===== config.mk =====
export PLATFORM = sky130hd
export DESIGN_NAME = map_sst_engine
export DESIGN_NICKNAME = d
export VERILOG_FILES = /design/src/rtl/map_sst_engine.sv
export SDC_FILE = /design/constraint.sdc
export NUM_CORES = 1
export LEC_CHECK = 0
export ABC_CLOCK_PERIOD_IN_PS = 4400
export CAP_MARGIN = 10
export CORE_MARGIN = 8
export CORE_UTILIZATION = 25
export CTS_CLUSTER_DIAMETER = 30
export CTS_CLUSTER_SIZE = 14
export DETAILED_ROUTE_END_ITERATION = 12
export DONT_BUFFER_PORTS = 1
export SKIP_CTS_REPAIR_TIMING = 1
export SLEW_MARGIN = 20
export SYNTH_ARGS = -nofsm -noshare
export SYNTH_HDL_FRONTEND = slang
export SYNTH_SLANG_ARGS = --single-unit

===== constraint.sdc =====
create_clock -name clk -period 4.4 [get_ports clk]
set_input_delay 0.88 -clock clk [delete_from_list [all_inputs] [get_ports clk]]
set_output_delay 0.88 -clock clk [all_outputs]
set_load 0.02 [all_outputs]

===== src/rtl/map_sst_engine.sv =====
// Save-state sequencer: walks mapper registers 0..REG_COUNT-1, dumping them to an
// external byte buffer (SAVE) or restoring them from it (LOAD) over the SST port.
module map_sst_engine #(
    parameter int REG_COUNT = 9,
    parameter int BUF_AW    = 10,
    parameter int BUF_BASE  = 0
) (
    input  logic              clk,
    input  logic              map_rst,
    input  logic              start_save,
    input  logic              start_load,
    output logic              busy,
    output logic              done,
    output logic              sst_act,
    output logic [7:0]        sst_addr,
    output logic              sst_we_map,
    output logic [7:0]        sst_dato,
    input  logic [7:0]        sst_di,
    output logic [BUF_AW-1:0] buf_addr,
    output logic              buf_we,
    output logic [7:0]        buf_di,
    input  logic [7:0]        buf_do
);

    localparam logic [2:0] ST_IDLE  = 3'd0;
    localparam logic [2:0] ST_SETUP = 3'd1;
    localparam logic [2:0] ST_SAVE  = 3'd2;
    localparam logic [2:0] ST_LOAD  = 3'd3;
    localparam logic [2:0] ST_DONE  = 3'd4;
    localparam logic [7:0] LAST_IDX = 8'(REG_COUNT - 1);

    // Buffer address of register slot idx, wrapping modulo 2^BUF_AW.
    function automatic logic [BUF_AW-1:0] buf_offset(input logic [8:0] idx);
        logic [31:0] sum;
        sum = 32'(BUF_BASE) + {23'd0, idx};
        return sum[BUF_AW-1:0];
    endfunction

    logic [2:0]        state_r, state_s;
    logic [7:0]        cnt_r, cnt_s;
    logic              mode_load_r, mode_load_s;
    logic              busy_r, done_r, sst_act_r, sst_we_map_r, buf_we_r;
    logic [7:0]        sst_addr_r, sst_addr_s;
    logic [BUF_AW-1:0] buf_addr_r, buf_addr_s;

    // Next-state and counter sequencing.
    always_comb begin
        state_s     = state_r;
        cnt_s       = cnt_r;
        mode_load_s = mode_load_r;
        case (state_r)
            ST_IDLE: begin
                cnt_s = 8'd0;
                if (start_save) begin
                    state_s     = ST_SETUP;
                    mode_load_s = 1'b0;
                end else if (start_load) begin
                    state_s     = ST_SETUP;
                    mode_load_s = 1'b1;
                end else begin
                    state_s = ST_IDLE;
                end
            end
            ST_SETUP: begin
                state_s = mode_load_r ? ST_LOAD : ST_SAVE;
                cnt_s   = 8'd0;
            end
            ST_SAVE, ST_LOAD: begin
                if (cnt_r == LAST_IDX) begin
                    state_s = ST_DONE;
                end else begin
                    cnt_s = cnt_r + 8'd1;
                end
            end
            ST_DONE: begin
                state_s = ST_IDLE;
                cnt_s   = 8'd0;
            end
            default: begin
                state_s = ST_IDLE;
                cnt_s   = 8'd0;
            end
        endcase
    end

    // Outputs are decoded from the next state so they are registered and stable
    // for the whole cycle in which the mapper samples them on negedge.
    always_comb begin
        sst_addr_s = 8'd0;
        buf_addr_s = '0;
        case (state_s)
            ST_SETUP: buf_addr_s = buf_offset(9'd0);
            ST_SAVE: begin
                sst_addr_s = cnt_s;
                buf_addr_s = buf_offset({1'b0, cnt_s});
            end
            ST_LOAD: begin
                sst_addr_s = cnt_s;
                buf_addr_s = buf_offset({1'b0, cnt_s} + 9'd1);
            end
            default: begin
                sst_addr_s = 8'd0;
                buf_addr_s = '0;
            end
        endcase
    end

    // State, counter and output registers.
    always_ff @(posedge clk) begin
        if (map_rst) begin
            state_r      <= ST_IDLE;
            cnt_r        <= 8'd0;
            mode_load_r  <= 1'b0;
            busy_r       <= 1'b0;
            done_r       <= 1'b0;
            sst_act_r    <= 1'b0;
            sst_we_map_r <= 1'b0;
            buf_we_r     <= 1'b0;
            sst_addr_r   <= 8'd0;
            buf_addr_r   <= '0;
        end else begin
            state_r      <= state_s;
            cnt_r        <= cnt_s;
            mode_load_r  <= mode_load_s;
            busy_r       <= (state_s != ST_IDLE);
            done_r       <= (state_s == ST_DONE);
            sst_act_r    <= (state_s != ST_IDLE);
            sst_we_map_r <= (state_s == ST_LOAD);
            buf_we_r     <= (state_s == ST_SAVE);
            sst_addr_r   <= sst_addr_s;
            buf_addr_r   <= buf_addr_s;
        end
    end

    assign busy       = busy_r;
    assign done       = done_r;
    assign sst_act    = sst_act_r;
    assign sst_we_map = sst_we_map_r;
    assign sst_addr   = sst_addr_r;
    assign buf_addr   = buf_addr_r;
    assign buf_we     = buf_we_r;
    // Data paths forward the other side's already-registered data, gated by state.
    assign buf_di     = (state_r == ST_SAVE) ? sst_di : 8'h00;
    assign sst_dato   = (state_r == ST_LOAD) ? buf_do : 8'h00;

endmodule


==> impl_results.md <==
* Synth Register Bits at 33
* IR Drop Worst-Case VDD at between 150 and 200 uV
* Number of cells produced by synthesis at 173
* TritonCTS Sinks at 33
* Required @ worst endpoint at 4.57 ns
* Share of power burned in combinational logic at 0.117
* Antenna violation net count after detailed routing at 0
* Mean number of vias per cell at around 4.8
* Critical Path Start Type: flop
* Most used flip-flop cell after synthesis: dfxtp_1
* Portion of netlist area occupied by mux cells at 0.0264
* DIE AREA at 8810 um^2
* All-Layer GR Usage at 0.0907
* Avg Synthesized Cell Area at 8.76 um^2
* Psw at 0.169 mW
* Critical path buffers and inverters at 3
* Via count at 1183
* Type of the tightest min-delay check: reg2reg
* Netlist Area Pre-Place at roughly 1500 um^2
* Largest net degree at the start of global routing at 17
* Unrepaired setup endpoints after global routing: false
* Maximum frequency from static timing analysis at approximately 350 MHz
* Transition at the pin with the smallest max-transition slack at 0.780 ns
* Total overflow reported by the global router at 0
* Initial antenna violation count at 0
* Routability-driven placement congestion ratio at approximately 0.84
* Die Ht at 93.9 um
* First-iteration detailed-routing DRC count at 75
* Area added between synthesis and finish at 8.51%
* Die width at around 94 um
* Detail-routed net length per standard cell at 14.9 um
* Number of placed I/O pins at between 50 and 60
* I/O Buffers at 0
* CP top delay family: simple AND/OR/NAND/NOR gates
* Worst slew margin relative to its limit at 0.479
* Finish-stage setup viols at 0
* Xor and xnor area share after synthesis at 0.0462
* Worst-Skew Late Latency at 0.28 ns
* Register-to-Register Setup Slack at 1.58 ns
* Part of the power in the clock network at 0.348
* Htree depth at 2
* Number of max-slew violations in the final report at 0
* Total count of hold-check failures in the final report at 0
* Clock-pin slew reported for the worst setup and hold paths after clock tree synthesis at 0.07 ns
* DRT Pass-1 Iters at 4
* Largest family of logic cells by synthesized area: simple AND/OR/NAND/NOR gates
* Critical-path cell list: inv_1 > ha_1 > or3b_2 > o21ai_0 > nand3_1 > inv_1 > ha_1 > inv_1 > nor3_1 > nand4_1 > nor2_1 > mux2_4
* Setup CP Type: reg2reg
* Switching share of power at 0.276
* Synth Net Count at 196
* Final Util at 0.279
* Wire length of the first global-routing pass at approximately 6000 um
* Highest Signal Layer: met4
* Period minus WS final at 2.82 ns
* Share of flip-flops with an asynchronous set or reset at 0
* Adder and majority gate portion of the synthesized area at 0.0248
* Total wirelength of the detailed-routed design at 3700 um
* Row Count at 28
* Area inside the core boundary at 5890 um^2
* Power after layout at 0.613 mW
* Sum of negative setup slack at 0 ns
* Antenna diode count at 0
* Post-synthesis cell type count at 42
* Area fraction in and, or, nand and nor cells after synthesis at 0.334
* Layout cell share with drive strength beyond 1 at 0.0809
* Clock tree from TritonCTS: built
* Run status: finished, final reports clean
* Share of synthesized area occupied by flip-flops and latches at 0.436
* Seq pwr share at 0.535
* Biggest cell delay along the critical path at 0.51 ns
* Worst EP arrival at 2.99 ns
* WL met3 at 393 um
* Number of warnings issued by yosys at 0
* Starting density of the core at 0.257
* Fraction of the cycle the final worst path needs at 0.641
* Post-route DRC at 0
* Int Power at 0.444 mW
* P per Cell Area at 373 nW/um^2
* Length of routed met2 wiring at 1470 um
* Final nets at 195
* Lkg Pwr at 0.611 nW
* Via count of the first global-routing pass at 1241
* Count of flip-flops with a built-in enable after synthesis at 0
* Detailed placement HPWL at ~2800 um
* Number of max-cap violations at 0
* Total of fill cells in the finished design at 619
* Kind of end point of the critical path: flop
* Met1 wire length at 1730 um
* Cell at the slowest stage of the critical path: or3b_2
* Worst Skew at 0.00640 ns
* Synth Area in Compound Gates at 0.0834
* Crit path top cell by count: inv_1
* Num CTS Buffers at 5
* Buffer type at the clock tree root: clkbuf_8
* Max clock buf depth at 2
* Largest fanout on the critical path at 8
cells in the mapped netlist (all sizes together), types with 2 or more instances:
cell type	instances	share of area
nor4	2	0.0083
clkbuf	5	0.012
nand2	7	0.017
dfxtp	33	0.44
o21ai	3	0.0099
mux2	2	0.020
nand3	7	0.023
buf	3	0.017
a21oi	5	0.017
o211ai	2	0.0099
a21o	2	0.0099
and2	12	0.050
inv	6	0.017
nor2b	4	0.017
xnor2	3	0.017
nor4b	2	0.016
ha	3	0.025
and3	9	0.037
nand4	2	0.0083
nor3	13	0.043
nor2	26	0.069
o21a	2	0.0099
xor2	5	0.029
worst reg2reg max path, stage by stage, from the launching register on:
cell and delay, ns:
dfxtp_1 0.37, inv_1 0.12, ha_1 0.16, or3b_2 0.51, o21ai_0 0.18, nand3_1 0.18
inv_1 0.12, ha_1 0.15, inv_1 0.05, nor3_1 0.22, nand4_1 0.16, nor2_1 0.18
mux2_4 0.32
through the flow:
step / setup slack, ns / hold slack [ns] / instances / instance area (um^2)
finish: 1.58 / 0.526 / 248 / 1640
global route: 1.28 / 0.560 / 248 / 1640
CTS: 1.58 / 0.524 / 248 / 1640
detailed placement: 1.61 / 0.516 / 240 / 1560
global placement: 1.71 / 0.498 / 240 / 1560
floorplan: 1.86 / 0.495 / 173 / 1520
placed cells by master (no fill, tap or decap), types with 2 or more instances in the layout:
master	instances
dfxtp_1	33
nor2_1	25
nor3_1	13
and2_1	12
and3_1	9
nand3_1	7
nand2_1	7
inv_1	5
a21oi_1	5
xor2_1	5
clkbuf_8	5
nor2b_1	4
o21ai_0	3
xnor2_1	3
ha_1	3
clkbuf_1	3
a21o_1	2
nand4_1	2
o21a_1	2
o211ai_1	2
nor4_1	2
mux2_4	2
final cells by class:
class,instances,area (um^2),share of cell area
clock buffer,8,80.1,0.0487
inverter,6,25.0,0.0152
multi-input combinational,126,785,0.477
sequential,33,661,0.402
tap,75,93.8,0.0571
sequential cells by signal, summed over array words and instances (netlist names):
name	count
sst_act	1
sst_we_map	1
mode_load_r	1
cnt_r	8
sst_addr	8
buf_addr	9
state_r	3
buf_we	1
done	1
final timing paths:
check / cells past startpoint / from / end
setup / recovery: 12 / cnt_r[0] / buf_addr[6]
hold / removal: 2 / mode_load_r / mode_load_r
setup reg to reg: 12 / cnt_r[0] / buf_addr[6]
hold reg to reg: 2 / mode_load_r / mode_load_r
metal layers:
layer,GRT usage,vias to the layer above
met5,0,-
met2,0.127,63
met1,0.109,521
li1,-,592
met3,0.0480,7
met4,0.0489,0
logic make-up (layout without fill, tap and decap cells):
logic type / count (synthesis) / count (layout)
flops: 33 / 33
fa+ha+maj: 3 / 3
other cells: 1 / 1
xor+xnor: 8 / 8
buf+inv: 14 / 14
mux: 3 / 3
simple gates: 92 / 92
compound gates: 19 / 19
power by group through the flow:
| stage | clock network (mW) | logic, mW | registers, mW |
|---|---|---|---|
| 2_1_floorplan | 0 | 0.0718 | 0.327 |
| 3_3_place_gp | 0 | 0.0721 | 0.335 |
| 3_5_place_dp | 0 | 0.0721 | 0.335 |
| 4_1_cts | 0.224 | 0.0725 | 0.328 |
| 5_1_grt | 0.240 | 0.0825 | 0.330 |
| 6_report | 0.213 | 0.0718 | 0.328 |
No activity file was read; power rests on OpenSTA's default activity.
